===== config.mk =====
export PLATFORM = sky130hd
export DESIGN_NAME = serial_subtractor
export DESIGN_NICKNAME = d
export VERILOG_FILES = /design/src/rtl/sub_pkg.sv /design/src/rtl/full_subtractor.sv /design/src/rtl/serial_subtractor.sv
export SDC_FILE = /design/constraint.sdc
export NUM_CORES = 1
export LEC_CHECK = 0
export BUFFER_PORTS_ARGS = -buffer_cell sky130_fd_sc_hd__buf_2
export CAP_MARGIN = 20
export CORE_MARGIN = 10
export CORE_UTILIZATION = 30
export DETAILED_ROUTE_END_ITERATION = 8
export GPL_TIMING_DRIVEN = 0
export PLACE_DENSITY = 0.48
export SYNTH_ARGS = -nofsm -noshare
export SYNTH_HDL_FRONTEND = slang
export SYNTH_SLANG_ARGS = --single-unit

===== constraint.sdc =====
create_clock -name clk -period 3 [get_ports clk]
set_input_delay 0.15 -clock clk [delete_from_list [all_inputs] [get_ports clk]]
set_output_delay 0.15 -clock clk [all_outputs]
set_load 0.05 [all_outputs]

===== src/rtl/sub_pkg.sv =====
// rtl/sub_pkg.sv - shared state encoding and default width for the serial subtractor
package sub_pkg;

  localparam int SUB_WIDTH_DEFAULT = 4;

  typedef enum logic [1:0] {
    IDLE  = 2'd0,
    SHIFT = 2'd1,
    DONE  = 2'd2
  } state_t;

endpackage


===== src/rtl/full_subtractor.sv =====
// rtl/full_subtractor.sv - one-bit full subtractor x - y - bi
module full_subtractor (
  input  logic x,
  input  logic y,
  input  logic bi,
  output logic diff,
  output logic bo
);

  assign diff = x ^ y ^ bi;
  assign bo   = (~x & y) | (~(x ^ y) & bi);

endmodule


===== src/rtl/serial_subtractor.sv =====
// rtl/serial_subtractor.sv - bit-serial LSB-first subtractor; SUB_OVF_EN adds the signed-overflow output ovf
module serial_subtractor
  import sub_pkg::*;
#(
  parameter int WIDTH = SUB_WIDTH_DEFAULT
) (
  input  logic             clk,
  input  logic             rst_n,
  input  logic             start,
  input  logic [WIDTH-1:0] a,
  input  logic [WIDTH-1:0] b,
  input  logic             bin,
  output logic             busy,
  output logic             done,
  output logic [WIDTH-1:0] d,
  output logic             bout
`ifdef SUB_OVF_EN
  ,
  output logic             ovf
`endif
);

  localparam int CW = (WIDTH > 1) ? $clog2(WIDTH) : 1;
  localparam logic [CW-1:0] LAST = CW'(WIDTH - 1);

  state_t           state, state_nx;
  logic [WIDTH-1:0] a_sh, b_sh, res;
  logic [CW-1:0]    cnt;
  logic             brw;
  logic             fs_diff, fs_bo;
  logic             accept, last_bit;

  full_subtractor u_fs (
    .x   (a_sh[0]),
    .y   (b_sh[0]),
    .bi  (brw),
    .diff(fs_diff),
    .bo  (fs_bo)
  );

  always_ff @(posedge clk or negedge rst_n) begin
    if (!rst_n) state <= IDLE;
    else        state <= state_nx;
  end

  always_comb begin
    state_nx = state;
    accept   = 1'b0;
    last_bit = 1'b0;
    busy     = 1'b0;
    done     = 1'b0;
    case (state)
      IDLE: begin
        if (start) begin
          accept   = 1'b1;
          state_nx = SHIFT;
        end
      end
      SHIFT: begin
        busy = 1'b1;
        if (cnt == LAST) begin
          last_bit = 1'b1;
          state_nx = DONE;
        end
      end
      DONE: begin
        busy     = 1'b1;
        done     = 1'b1;
        state_nx = IDLE;
      end
      default: state_nx = IDLE;
    endcase
  end

  // The final bit is folded straight into d/bout so the result is visible in DONE.
  always_ff @(posedge clk or negedge rst_n) begin
    if (!rst_n) begin
      a_sh <= '0;
      b_sh <= '0;
      res  <= '0;
      cnt  <= '0;
      brw  <= 1'b0;
      d    <= '0;
      bout <= 1'b0;
`ifdef SUB_OVF_EN
      ovf  <= 1'b0;
`endif
    end else if (accept) begin
      a_sh <= a;
      b_sh <= b;
      brw  <= bin;
      cnt  <= '0;
    end else if (state == SHIFT) begin
      a_sh <= a_sh >> 1;
      b_sh <= b_sh >> 1;
      brw  <= fs_bo;
      res  <= {fs_diff, res[WIDTH-1:1]};
      if (last_bit) begin
        d    <= {fs_diff, res[WIDTH-1:1]};
        bout <= fs_bo;
`ifdef SUB_OVF_EN
        ovf  <= brw ^ fs_bo;
`endif
      end else begin
        cnt <= cnt + CW'(1);
      end
    end
  end

endmodule


# ---- Word level (Yosys, flattened, before mapping)
# Cells that the tools add are included.
dict set report totals {
  register_bits 22
  inputBits 12
}
dict set report classes {
  n_addsub 1
  n_reduce_logical 7
  eq_ne 6
  n_mux 18
  bitwise 8
}
# op n
set ops {}
lappend ops {{4-bit 2-to-1 mux} 4}
lappend ops {{2-bit 2-to-1 mux} 5}
lappend ops {{1-bit 2-to-1 mux} 8}
lappend ops {{2-bit != test, second input constant} 3}
lappend ops {{2-bit AND reduction} 3}
lappend ops {{2-bit == test, second input constant} 2}
lappend ops {{2-bit one-hot mux with 2 select lines} 1}
lappend ops {{1-bit inverter} 3}
lappend ops {{3-bit AND reduction} 1}
lappend ops {{2-bit by 1-bit adder with 2-bit output, second input constant} 1}
lappend ops {{1-bit bitwise AND} 2}
lappend ops {{2-bit by 1-bit == test with 1-bit output, second input constant} 1}
lappend ops {{2-bit logical NOT} 1}
lappend ops {{2-bit nonzero test} 1}
lappend ops {{2-bit OR reduction} 1}
lappend ops {{1-bit XOR} 2}
lappend ops {{1-bit OR} 1}

# ---- Logic depth before layout (Yosys ltp)
dict set report depth {
  ltp_word 6
  depth_mapped 6
  depth_no_buf 5
}

# ---- Modules after synthesis
# Synthesis repeated with hierarchy kept, for this count alone.
dict set report hier_totals {
  cells_unflattened 86
  area_unflattened_um2 1044.8
}
# module n_inst cells_per_inst seq_area_each_um2 area_each_um2
set modules_own_cells {}
lappend modules_own_cells {serial_subtractor 1 82 525.5 1013.5}
lappend modules_own_cells {full_subtractor 1 4 0.0 31.3}

# ---- Least setup slack after synthesis
# OpenSTA, ideal clock, no wires.
dict set report synth_path {
  path_type {reg2reg}
  from {register state[0]}
  to {register bout}
  setup_time_ps 125
  path_stages_with_launch 6
  slack_ps 1618
  period_less_slack_ps 1382
  required_time_ps 2875
  t_arrival_ps 1257
  path_cell_list {dfrtp_1 -> inv_1 -> ha_1 -> and2_4 -> nor2_8 -> mux2_4}
}
dict set report synth_between {
  elab_chain_len 4
}
# item line
set synth_lines {}
lappend synth_lines {{from (decl)} serial_subtractor.sv:26} ;# state_t state, state_nx;
lappend synth_lines {{from (signal assigned)} serial_subtractor.sv:43} ;# else state <= state_nx;
lappend synth_lines {{2-bit logical NOT} serial_subtractor.sv:52} ;# case (state)
lappend synth_lines {{1-bit 2-to-1 mux} serial_subtractor.sv:52}
lappend synth_lines {{1-bit inverter (no line)} --}
lappend synth_lines {{3-bit AND reduction (no line) (*)} --}
lappend synth_lines {{to (signal assigned)} serial_subtractor.sv:100} ;# bout <= fs_bo;
lappend synth_lines {{to (decl)} serial_subtractor.sv:16} ;# output logic bout
# Every way passes the cells marked *; elsewhere a longest branch is shown, timed or not.
# A chain may end at the register's enable or synchronous reset.

# ---- Worst setup path after layout
dict set report layout_path {
  from {register state[0]}
  to {register d[0]}
}
dict set report layout_between {
  elab_chain_len 4
}
# item line
set layout_lines {}
lappend layout_lines {{2-bit logical NOT} serial_subtractor.sv:52}
lappend layout_lines {{1-bit 2-to-1 mux} serial_subtractor.sv:52}
lappend layout_lines {{1-bit inverter (no line)} --}
lappend layout_lines {{3-bit AND reduction (no line) (*)} --}
lappend layout_lines {{to (signal assigned)} serial_subtractor.sv:99} ;# d <= {fs_diff, res[WIDTH-1:1]};
lappend layout_lines {{to (decl)} serial_subtractor.sv:15} ;# output logic [WIDTH-1:0] d,
# Marked as above.

==> flow_summary_export.csv <==
group,metric,value,unit
synth,synth-xor-area-share,0.8413,%
synth,synth-edff-count,0,
synth,syn_area,1041,µm²
detailed_routing,vias,636,
global_route,overflow,0,
synth,synth.area.mux_share,19.23,%
timing,final.setup_skew,0.004435,ns
detailed_routing,avgViaCountPerCell,4.130,
detailed_routing,drtPass1Iterations,3,
hold_path,worst_hold_path_type,"input pin to flop",
detailed_routing,drtIter0Drc,18,
synth,synth_fa_ha_area_share,9.135,%
finish,multi_input_area,471.7,µm²
timing,setup_viol,0,
placement,post-place-cells,149,
setup_path,path_class,"flop to flop",
synth,yosysWarnings,0,
timing,fin_crit_sh,49.67,%
clock_network,path_clk_slew,0.11,ns
detailed_routing,wl_per_cell,11.88,µm
finish,final_cell_area,1225,µm²
setup_path,required,3.19,ns
clock_network,cts_root_buf,"clkbuf_4",
setup_path,worstPathCellList,"inv_1 -> ha_1 -> and2_4 -> nor2_8 -> mux2_4",
synth,yosysSeqAreaShare,50.48,%
setup_path,cp_slowest_stage_delay,0.41,ns
clock_network,clock-sinks,21,
setup_path,cp-start-kind,"flop",
timing,slew_headroom,68.41,%
placement,place_area,1189,µm²
synth,synth_top_area_share,50.48,%
synth,postSynthAreaPerCell,12.25,µm²
clock_network,postCtsSetupRepairBufs,0,
detailed_routing,ant_nets,0,
synth,synth_area_leaders,"dfrtp_1 (50%), mux2i_1 (7.7%), ha_1 (7.2%)",
floorplanning,ioPinCount,19,
synth,synth_seq_cells,21,
synth,syn_inst,85,
timing,timing.fmax,0.6711,GHz
placement,dp_hpwl,1339,µm
clock_network,cts_htree_levels,1,
synth,ys_types,21,
placement,io_buffer_count,18,
floorplanning,coreArea,3337,µm²
outcome,outcome,"complete, no violations",
clock_network,hold_buffers,1,
placement,gp_congestion,0.6648,
timing,hold_viol,0,
global_route,grt_usage,6.521,%
clock_network,insertion_delay,0.30,ns
pwr,p_leak,0.6005,nW
clock_network,cts_made_buffers,3,
setup_path,critPathCaptureType,"flop",
floorplanning,row_count,21,
synth,async_flop_share,100.0,%
global_route,first_global_vias,704,
synth,synth_flop_cell,"dfrtp_1",
timing,holdWs,0.05065,ns
synth,synth_compound_area_share,6.010,%
pwr,max-vdd-ir-drop,0.3551,mV
pwr,power.density,1174,nW/µm²
floorplanning,initial_core_util,31.20,%
timing,max_slew.worst_pin.slew,0.4739,ns
floorplanning,fp.dieW,78.91,µm
finish,fin_cells,154,
run,maxCapViolCount,0,
finish,diodes,0,
detailed_routing,wl,1830,µm
timing,post-route-min-period,1.490,ns
finish,n_fill_cell,341,
setup_path,crit_fanout,5,
finish,fin_nets,128,
timing,final_max_slew_viol_count,0,
clock_network,cts_tree,"built",
finish,area_growth_syn_to_layout,17.67,%
timing,rsz0062_at_grt,"false",
global_route,antenna_found_initial,0,
finish,layout.area.seq,525.5,µm²
detailed_routing,drc,0,
synth,synthSimpleGateAreaFrac,10.10,%
clock_network,cts_resized,0,
synth,synth_top_family_by_area,"multiplexers",
timing,setup_tns,0,ns
global_route,grt_pass1_wl,3298,µm
clock_network,clockBufferDepth,2,
synth,mappedNetlistNets,104,
setup_path,arrival,1.68,ns
synth,synth_top_cell_by_area,"dfrtp_1",
global_route,grt_start_max_net_pins,22,
finish,layout-drive-gt1-share,33.33,%
floorplanning,die_area,6226,µm²
setup_path,cpMaxStageDelayCell,"dfrtp_1",
floorplanning,die_h,78.91,µm
## kinds of logic after synthesis
logic type / count (synthesis)
AOI/OAI and AO/OA: 12
xor gates and xnor gates: 1
adders and majority gates: 7
buffers and inverters: 9
DFF: 21
muxes: 17
and+or+nand+nor: 18
## state kept, by name (all words and copies together), names as in the netlist
register  count
bout          1
b_sh          4
a_sh          4
res           3
d             4
state         2
cnt           2
brw           1
## area by class of cell
cell class	instances	share of cell area [%]
Inverter	6	1.839
Multi-Input combinational cell	55	38.51
Sequential cell	21	42.90
Buffer	3	1.736
Timing Repair Buffer	19	8.172
Clock buffer	4	2.145
Tap cell	46	4.699
## stage by stage
step,total power (W),util [%],worst slack [ns]
2_1_floorplan,0.001171,-,1.618
3_3_place_gp,0.001315,35.62,1.532
3_5_place_dp,0.001325,35.62,1.523
4_1_cts,0.001467,36.71,1.490
5_1_grt,0.001574,36.71,1.411
6_report,0.001438,36.71,1.510
## cells in the final DEF, fill, tap and decap left out, drive strengths merged, types with 3 or more instances in the layout
| cell | Yosys | layout |
|---|---|---|
| clkbuf | 0 | 4 |
| o21ai | 10 | 10 |
| inv | 6 | 6 |
| dfrtp | 21 | 21 |
| nand2 | 10 | 10 |
| ha | 6 | 6 |
| mux2i | 8 | 8 |
| mux2 | 9 | 9 |
| nor2 | 3 | 3 |
| buf | 3 | 21 |
## metal layers
| metal | share of wire, % | GRT usage (%) | vias to the layer above |
|---|---|---|---|
| li1 | - | - | 327 |
| met1 | 48 | 7.606 | 292 |
| met2 | 43 | 10.36 | 15 |
| met3 | 8.0 | 3.716 | 2 |
| met4 | 0.71 | 1.075 | 0 |
| met5 | 0 | 0 | - |
## cell usage after synthesis, types with 2 or more instances
cell	instances
mux2_2	3
buf_2	2
ha_1	6
nand2_1	10
nand2b_1	2
mux2_4	5
o21ai_1	10
inv_1	6
dfrtp_1	21
nor2_1	2
mux2i_1	8
## power by group
part	internal [W]	switching, W	total (W)
logic	0.000345	0.000460	0.000805
clock network	0.0000518	0.0000813	0.000133
registers	0.000423	0.0000767	0.000499
## critical path: cells and delay by family (launching register included)
kind | cells | cell delay, ns
buf+inv | 1 | 0.10
simple gates | 2 | 0.35
fa+ha+maj | 1 | 0.21
mux | 1 | 0.31
flops | 1 | 0.41
## path summary, 6_finish.rpt
kind / startpoint / to / slack, ns / cells past startpoint
setup / recovery: state[0] / d[0] / 1.51 / 5
hold / removal: b[3] / b_sh[3] / 0.05 / 3
setup reg to reg: state[0] / d[0] / 1.51 / 5
hold reg to reg: d[3] / d[3] / 0.52 / 1
max in group asynchronous: rst_n / brw / 2.35 / 2
min in group asynchronous: rst_n / state[1] / 0.33 / 2
No activity file was read; power rests on OpenSTA's default activity.
